<file path="config.mk">
export PLATFORM = sky130hd
export DESIGN_NAME = sobel_window_gen
export DESIGN_NICKNAME = d
export VERILOG_FILES = /design/src/rtl/sobel_pkg.sv /design/src/rtl/sobel_line_buffer.sv /design/src/rtl/sobel_window_gen.sv
export SDC_FILE = /design/constraint.sdc
export NUM_CORES = 1
export LEC_CHECK = 0
export CORE_MARGIN = 1
export CORE_UTILIZATION = 35
export DETAILED_ROUTE_END_ITERATION = 16
export PLACE_DENSITY_LB_ADDON = 0.12
export SLEW_MARGIN = 20
export SYNTH_ARGS = -nofsm -noshare
export SYNTH_HDL_FRONTEND = slang
export SYNTH_SLANG_ARGS = --single-unit
</file>
<file path="constraint.sdc">
create_clock -name clk_i -period 9 [get_ports clk_i]
set_input_delay 0.9 -clock clk_i [delete_from_list [all_inputs] [get_ports clk_i]]
set_output_delay 0.9 -clock clk_i [all_outputs]
set_load 0.03 [all_outputs]
</file>
<file path="src/rtl/sobel_pkg.sv">
// Shared types for the Sobel window generator: the raw pixel type, the
// eight-neighbour window struct and the byte index of each neighbour.
package sobel_pkg;

  localparam int PIX_W   = 8;
  localparam int WIN_PIX = 8;
  localparam int WIN_W   = PIX_W * WIN_PIX;

  typedef logic [PIX_W-1:0] pixel_t;

  // The first member is the most significant byte. As a result, p00 sits in
  // byte 0 of the flattened window and p22 sits in byte 7.
  typedef struct packed {
    pixel_t p22;
    pixel_t p21;
    pixel_t p20;
    pixel_t p12;
    pixel_t p10;
    pixel_t p02;
    pixel_t p01;
    pixel_t p00;
  } window_t;

  // Byte position of each neighbour inside the flattened window.
  localparam int P00_IDX = 0;
  localparam int P01_IDX = 1;
  localparam int P02_IDX = 2;
  localparam int P10_IDX = 3;
  localparam int P12_IDX = 4;
  localparam int P20_IDX = 5;
  localparam int P21_IDX = 6;
  localparam int P22_IDX = 7;

  // Extract one neighbour from a window by its byte index.
  function automatic pixel_t win_pixel(input window_t w, input int idx);
    logic [WIN_W-1:0] flat;
    flat = w;
    return flat[idx*PIX_W +: PIX_W];
  endfunction

endpackage

</file>
<file path="src/rtl/sobel_line_buffer.sv">
// One image row of delay. Every enabled shift writes din and presents the
// pixel that was written DEPTH shifts earlier, which is the same column one
// row up. The store is circular and uses a single read/write pointer.
module sobel_line_buffer
  import sobel_pkg::*;
#(
  parameter int DEPTH = 64
) (
  input  logic   clk_i,
  input  logic   rst_ni,
  input  logic   clr,
  input  logic   shift_en,
  input  pixel_t din,
  output pixel_t dout
);

  localparam int PW = $clog2(DEPTH);

  pixel_t          mem [DEPTH];
  logic   [PW-1:0] ptr_q;

  // The oldest entry lives at the pointer, so it is read before it is overwritten.
  assign dout = mem[ptr_q];

  // Advance the pointer on every shift; a new frame realigns it to column 0.
  always_ff @(posedge clk_i or negedge rst_ni) begin
    // NOTE: sequential state uses non-blocking assignments so that every
    // register samples the values from before the clock edge.
    if (!rst_ni) begin
      ptr_q <= '0;
    end else if (clr) begin
      ptr_q <= '0;
    end else if (shift_en) begin
      ptr_q <= (ptr_q == PW'(DEPTH - 1)) ? '0 : ptr_q + PW'(1);
    end
  end

  // Row storage.
  always_ff @(posedge clk_i) begin
    // NOTE: the storage array is deliberately not reset. No window is built
    // before two full rows of the current frame have been written, so stale
    // contents are never observed, and leaving it unreset keeps it mappable
    // to RAM.
    if (shift_en) begin
      mem[ptr_q] <= din;
    end
  end

endmodule

</file>
<file path="src/rtl/sobel_window_gen.sv">
// Streaming 3x3 neighbourhood generator for a Sobel kernel. Pixels arrive in
// row-major order. Two line buffers and a three-column shift window form the
// neighbourhood around every interior pixel. Windows leave through a
// single-entry valid/ready output register.
module sobel_window_gen
  import sobel_pkg::*;
#(
  parameter int IMG_WIDTH  = 64,
  parameter int IMG_HEIGHT = 64
) (
  input  logic        clk_i,
  input  logic        rst_ni,
  input  logic        start_i,
  input  logic [7:0]  pix_i,
  input  logic        pix_valid_i,
  output logic        pix_ready_o,
  output logic [63:0] win_o,
  output logic        win_valid_o,
  input  logic        win_ready_i,
  output logic        busy_o,
  output logic        frame_done_o
);

  localparam int CW = $clog2(IMG_WIDTH);
  localparam int RW = $clog2(IMG_HEIGHT);

  localparam logic [1:0] ST_IDLE   = 2'd0;
  localparam logic [1:0] ST_STREAM = 2'd1;
  localparam logic [1:0] ST_DRAIN  = 2'd2;

  logic [1:0]    state_q, state_d;
  logic          done_d;
  logic [CW-1:0] col_q;
  logic [RW-1:0] row_q;

  logic    frame_start;
  logic    pix_accept;
  logic    last_col;
  logic    last_row;
  logic    win_load;

  pixel_t  lb0_out, lb1_out;
  pixel_t  top_c1, top_c2, mid_c1, mid_c2, bot_c1, bot_c2;
  window_t win_next, win_q;

  assign frame_start = (state_q == ST_IDLE) && start_i;
  assign pix_ready_o = (state_q == ST_STREAM) && (!win_valid_o || win_ready_i);
  assign pix_accept  = pix_valid_i && pix_ready_o;
  assign last_col    = (col_q == CW'(IMG_WIDTH - 1));
  assign last_row    = (row_q == RW'(IMG_HEIGHT - 1));
  // A full window exists only once two rows and two columns of context are present.
  assign win_load    = pix_accept && (row_q >= RW'(2)) && (col_q >= CW'(2));

  assign busy_o = (state_q != ST_IDLE);
  assign win_o  = win_q;

  // Next-state logic for the frame sequencer.
  always_comb begin
    // NOTE: every output of this block is assigned a default first, so that
    // no path through the case statement infers a latch.
    state_d = state_q;
    done_d  = 1'b0;
    case (state_q)
      ST_IDLE: begin
        if (start_i) state_d = ST_STREAM;
      end
      ST_STREAM: begin
        if (pix_accept && last_col && last_row) state_d = ST_DRAIN;
      end
      ST_DRAIN: begin
        // Hold DRAIN through the done pulse, so busy_o falls one cycle later.
        if (frame_done_o)      state_d = ST_IDLE;
        else if (!win_valid_o) done_d  = 1'b1;
      end
      default: state_d = ST_IDLE;
    endcase
  end

  // State register and registered frame-done pulse.
  always_ff @(posedge clk_i or negedge rst_ni) begin
    if (!rst_ni) begin
      state_q      <= ST_IDLE;
      frame_done_o <= 1'b0;
    end else begin
      state_q      <= state_d;
      frame_done_o <= done_d;
    end
  end

  // Raster position of the next pixel. Start is honoured only in IDLE.
  always_ff @(posedge clk_i or negedge rst_ni) begin
    if (!rst_ni) begin
      col_q <= '0;
      row_q <= '0;
    end else if (frame_start) begin
      col_q <= '0;
      row_q <= '0;
    end else if (pix_accept) begin
      if (last_col) begin
        col_q <= '0;
        row_q <= row_q + RW'(1);
      end else begin
        col_q <= col_q + CW'(1);
      end
    end
  end

  // lb0 yields the pixel one row above the incoming pixel; lb1 yields the pixel two rows above.
  sobel_line_buffer #(.DEPTH(IMG_WIDTH)) u_lb0 (
    .clk_i    (clk_i),
    .rst_ni   (rst_ni),
    .clr      (frame_start),
    .shift_en (pix_accept),
    .din      (pix_i),
    .dout     (lb0_out)
  );

  sobel_line_buffer #(.DEPTH(IMG_WIDTH)) u_lb1 (
    .clk_i    (clk_i),
    .rst_ni   (rst_ni),
    .clr      (frame_start),
    .shift_en (pix_accept),
    .din      (lb0_out),
    .dout     (lb1_out)
  );

  // Keep the previous two columns of each of the three rows.
  // At columns 0 and 1 this window holds data from the prior row, but
  // win_load is never true there, so that data is never emitted.
  always_ff @(posedge clk_i or negedge rst_ni) begin
    if (!rst_ni) begin
      top_c1 <= '0;
      top_c2 <= '0;
      mid_c1 <= '0;
      mid_c2 <= '0;
      bot_c1 <= '0;
      bot_c2 <= '0;
    end else if (pix_accept) begin
      top_c1 <= lb1_out;
      top_c2 <= top_c1;
      mid_c1 <= lb0_out;
      mid_c2 <= mid_c1;
      bot_c1 <= pix_i;
      bot_c2 <= bot_c1;
    end
  end

  // Build the window whose top-left is (row-2, col-2). The centre pixel (mid_c1) is not output.
  always_comb begin
    win_next.p00 = top_c2;
    win_next.p01 = top_c1;
    win_next.p02 = lb1_out;
    win_next.p10 = mid_c2;
    win_next.p12 = lb0_out;
    win_next.p20 = bot_c2;
    win_next.p21 = bot_c1;
    win_next.p22 = pix_i;
  end

  // Single-entry output stage. A load takes priority over consumption, so
  // win_valid_o stays high under continuous flow; a stalled window is held.
  always_ff @(posedge clk_i or negedge rst_ni) begin
    if (!rst_ni) begin
      win_q       <= '0;
      win_valid_o <= 1'b0;
    end else if (win_load) begin
      win_q       <= win_next;
      win_valid_o <= 1'b1;
    end else if (win_ready_i) begin
      win_valid_o <= 1'b0;
    end
  end

endmodule
</file>
---- Word-level counts from Yosys, hierarchy flattened ----
Memory sizes are Yosys's and may differ from the RTL's.
Index checks and enable logic that the tools add are counted.
operators by class
  reduce and logical (&&, ||, !) cells .... 16
  $lt $le $gt $ge ......................... 2
  multiplexer cells ....................... 23
  $add $sub $neg .......................... 4
  eq/ne operators ......................... 9
operators with widths
  kind                                                                number
  2-to-1 mux 6 bit                                                    12
  adder 6 x 1 -> 6 bit (second input constant)                        4
  equality test 6 bit (second input constant)                         4
  greater-or-equal comparator 6 x 2 -> 1 bit (second input constant)  2
  nonzero test 2 bit                                                  4
  logical AND 1 bit                                                   7
  2-to-1 mux 1 bit                                                    7
  2-to-1 mux 2 bit                                                    3
  case mux 2 bit (3 select lines)                                     1
  inequality test 2 bit (second input constant)                       2
  AND reduction 3 bit                                                 1
  equality test 2 x 1 -> 1 bit (second input constant)                1
  equality test 2 bit (second input constant)                         1
  zero test 2 bit                                                     1
  inequality test 2 x 1 -> 1 bit (second input constant)              1
  AND reduction 2 bit                                                 1
  zero test 1 bit                                                     1
  logical OR 1 bit                                                    1
storage, ports and cells
  logic and storage cells ................. 77
  RAM bits ................................ 1024
  register bits after elaboration ......... 140
  memories kept ........................... 2
  input port bits ......................... 13
memory list
  memory     words  bits a word  read ports  clocked after memory_dff  write ports  RTL line                 RTL
  u_lb0.mem  64     8            1           0                         1            sobel_line_buffer.sv:19  pixel_t mem [DEPTH];
  u_lb1.mem  64     8            1           0                         1            sobel_line_buffer.sv:19

---- Depth between registers and ports, before layout ----
  depth in word-level cells ............... 8
  mapped depth ............................ 11

---- By module ----
Synthesis repeated with hierarchy kept, for this count alone.
second synthesis, totals
  cells, all modules ...................... 2845
  area total of the unflattened synthesis .. 45583.7 um^2
modules (own cells, without submodules)
  module             cells each  area each (um^2)  instances
  sobel_line_buffer  1207        20141.8           2
  sobel_window_gen   431         5300.1            1

---- Least setup slack after synthesis ----
OpenSTA, ideal clock, no wires.
  path kind ............................... register to register
  from .................................... register u_lb0.ptr_q[1]
  to ...................................... register mid_c1[5]
  setup slack ............................. 5498 ps
  cell stages (with the launch flop) ...... 9
  arrival time ............................ 3367 ps
  data required time ...................... 8865 ps
  setup time .............................. 135 ps
  cell sequence ........................... dfrtp_1 buf_2 buf_2 mux2_2 a221oi_1 o21ai_0 a221oi_1 nand4_1 mux2_2
between the ends
  longest elaborated chain between the ends .. 1
RTL lines
  what                      RTL line                 RTL
  start, declared           sobel_line_buffer.sv:20  logic [PW-1:0] ptr_q;
  start signal, assigned    sobel_line_buffer.sv:34  ptr_q <= (ptr_q == PW'(DEPTH - 1)) ? '0 : ptr_q + PW'(1);
  memory read (64 x 8 bit)  --
  net lb0_out[5]            sobel_window_gen.sv:42   pixel_t lb0_out, lb1_out;
  end signal, assigned      sobel_window_gen.sv:141  mid_c1 <= lb0_out;
  end, declared             sobel_window_gen.sv:43   pixel_t top_c1, top_c2, mid_c1, mid_c2, bot_c1, bot_c2;
The timed path passes the listed nets, and every way through them passes these cells.
A chain may end at the register's enable or synchronous reset.

---- Worst setup path after layout ----
  from .................................... register u_lb0.ptr_q[1]
  to ...................................... memory u_lb1.mem[6][2] (netlist name), data pin
between the ends
  longest elaborated chain between the ends .. 1
RTL lines
  what                      RTL line
  memory read (64 x 8 bit)  --
  net lb0_out[2]            sobel_window_gen.sv:42
  end, declared             sobel_line_buffer.sv:19
The timed path passes the listed nets, and every way through them passes these cells.

==> results.md <==
- Outcome: finished, final reports clean
- Final wirelength: 142000 µm
- Critical Path End Type: flip-flop
- Synthesized netlist cell count: between 2000 and 3000
- Worst path required time: between 9000 and 10000 ps
- First-pass GRT wire length: 204000 µm
- Share of cells above drive strength 1: 13.3%
- Vias per inst: 5.71
- Number of flops mapped to enable cells by yosys: just over 1000
- Nets: 3057
- H-tree levels: 4
- Core Area: 130000 µm²
- Hold buffer count at cts: 0
- Mapped Nets: approximately 3000
- Placement Cell Area: between 40000 and 50000 µm²
- Power Total: between 15 and 20 mW
- CP startpoint kind: flip-flop
- Final Hold Viols: 0
- Fin area: 52700 µm²
- Lkg Pwr: about 17 nW
- # resized after CTS: 0
- Dominant cell type by area after synthesis: edfxtp_1
- Sequential share of the synthesized area: between 70% and 80%
- Pre-antenna DRT Iters: 6
- Initial antenna violation count: 1
- CTS Buffer Depth: 3
- Reg-to-Reg Start: u_lb0.ptr_q[1]
- Vias in the first global route: approximately 28000
- Drt initial violations: 3449
- Final Setup Violations: 0
- Ant. Diodes: 0
- Post-CTS Setup Inserts: 0
- Post-DP HPWL: ~85000 µm
- Remaining antenna violation count: 0
- Ys flop type: edfxtp_1
- FF+latch count, synth: approximately 1200
- Post-placement cell count: roughly 4600
- Clock slew at reported path FFs: 60 ps
- RSZ-0062 raised after global routing: false
- Most frequent cell after synthesis: edfxtp_1
- CTS tree: done
- Via count: about 28000
- Fraction of registers with async set/reset: 12.0%
- Synth area leaders: edfxtp_1, dfrtp_1, a22oi_1
- Total gr overflow: 0
- WS Path Type: reg2reg
- Final Cycle Share: slightly below 60%
- CTS Buf Count: 130
- Num Clock Sinks: 1164
- Port Buffers: 80
- Yosys top cell area share: 66.9%
- Wire per inst: roughly 29 µm
- Root Buffer: clkbuf_16
- Post-Syn Area: between 40000 and 50000 µm²
- Critical path peak fanout: 64
- Total track usage: a little over a fifth
- Post-Route Skew: approximately 34 ps
- Maximum clock frequency: around 0.19 GHz
- Synth Area per Inst: 15.5 µm²
- Clock latency on the worst-skew pair: approximately 760 ps
- Worst hold path class: in2async
- Largest net degree at the start of global routing: 76
- Row count: roughly 130
- R2r setup slk: 3740 ps
- Yosys Warn Count: 0
- VDD IR max: between 0.4 and 0.5 mV
- I/O pin cnt: slightly above 80
- Setup TNS: 0 ps
- Post-synth cell types: ~80
- Worst slew pin tran: between 1000 and 1500 ps
- Post-synth top cells: edfxtp_1, nand2_1, nor2_1
- Max-slew violations: 0
- Worst slew margin: 24.3%
- MaxCap Viol Count: 0
- DIE AREA: 133000 µm²
- Non-Filler Instances: 4885
- Setup WS pre-CTS: 3830 ps
- Die height: ~360 µm
- Crit. Startpoint: u_lb0.ptr_q[1]
- Area growth syn-to-layout: 14.6%
- DRC: 0
- Crit path time final: about 5300 ps
- Die width: 364 µm
- Pwr/cell area: 333 nW/µm²
- Final WS setup: 3740 ps
- GPL Wtd Cong: approximately 0.87
- CP arrival: 5610 ps
- Starting Density: between 30% and 40%
==> layout by cell type, fill, tap and decap left out, types with 42 or more instances in the layout <==
cell,n
mux2i_1,57
edfxtp_1,1024
mux2_2,52
nor3_1,42
a22oi_1,193
dfrtp_1,134
buf_4,79
o21ai_0,42
o221ai_1,45
clkbuf_16,135
nand2_1,339
a221oi_1,115
clkdlybuf4s50_1,71
nor2_1,191
==> worst max-delay path, stage by stage (launching register included) <==
cell       delay (ps)
dfrtp_4           900
buf_4             760
inv_1             740
a221oi_1          440
nor3_1             90
a2111oi_0         810
and4_1            480
nand2b_2           80
buf_4             370
==> metrics by stage <==
| step | hold WS [ps] | utilization [%] |
|---|---|---|
| after global placement | 446 | 37.3 |
| final | 153 | 40.5 |
| after CTS | 129 | 40.5 |
| after global routing | 175 | 40.5 |
| after floorplan | 435 | - |
| after detailed placement | 451 | 37.4 |
==> logic make-up after synthesis <==
| family | synth area share, % |
|---|---|
| adder cells (fa/ha/maj) | 0.163 |
| flip-flops | 74.5 |
| XOR/XNOR | 0.210 |
| AO/OA/AOI/OAI | 10.2 |
| buffers and inverters | 2.47 |
| multiplexers | 4.49 |
| AND/OR/NAND/NOR | 7.98 |
==> worst paths after layout <==
check	end	cells past startpoint
setup / recovery	u_lb1.mem[6][2]	8
hold / removal	row_q[4]	1
hold reg to reg	win_o[27]	2
min in group clk_i	win_o[27]	2
max in group asynchronous	u_lb0.ptr_q[1]	3
setup reg to reg	u_lb1.mem[6][2]	8
==> routing by layer <==
layer	wire length [µm]	track usage [%]	vias to the layer above
met1	65200	31.9	14600
met5	0	0	-
met3	10900	4.20	192
met2	62600	31.5	1201
met4	3120	5.78	0
li1	-	-	11900
==> area by class of cell <==
type | instances | area [µm²]
fillers | 11900 | 77300
flip-flops and latches | 1164 | 34300
clock buffers | 176 | 3560
repair buffers | 161 | 1390
clock inverters | 61 | 513
well taps | 1742 | 2180
multi-input cells | 1568 | 10700
inverters | 13 | 48.8
==> power breakdown <==
| part | internal [mW] | switching (mW) | leakage [nW] |
|---|---|---|---|
| registers | 7.12 | 0.308 | 11.0 |
| logic | 1.23 | 3.77 | 4.33 |
| clock network | 2.96 | 2.16 | 2.00 |
| total | 11.3 | 6.24 | 17.3 |
==> sequential cells by signal (all words and copies together), names as in the netlist, 8 cells and up <==
| signal | flops |
|---|---|
| u_lb0.mem | 512 |
| u_lb1.mem | 512 |
| win_o | 64 |
| bot_c1 | 8 |
| bot_c2 | 8 |
| mid_c1 | 8 |
| mid_c2 | 8 |
| top_c1 | 8 |
| top_c2 | 8 |
(Power assumes the default switching activity.)
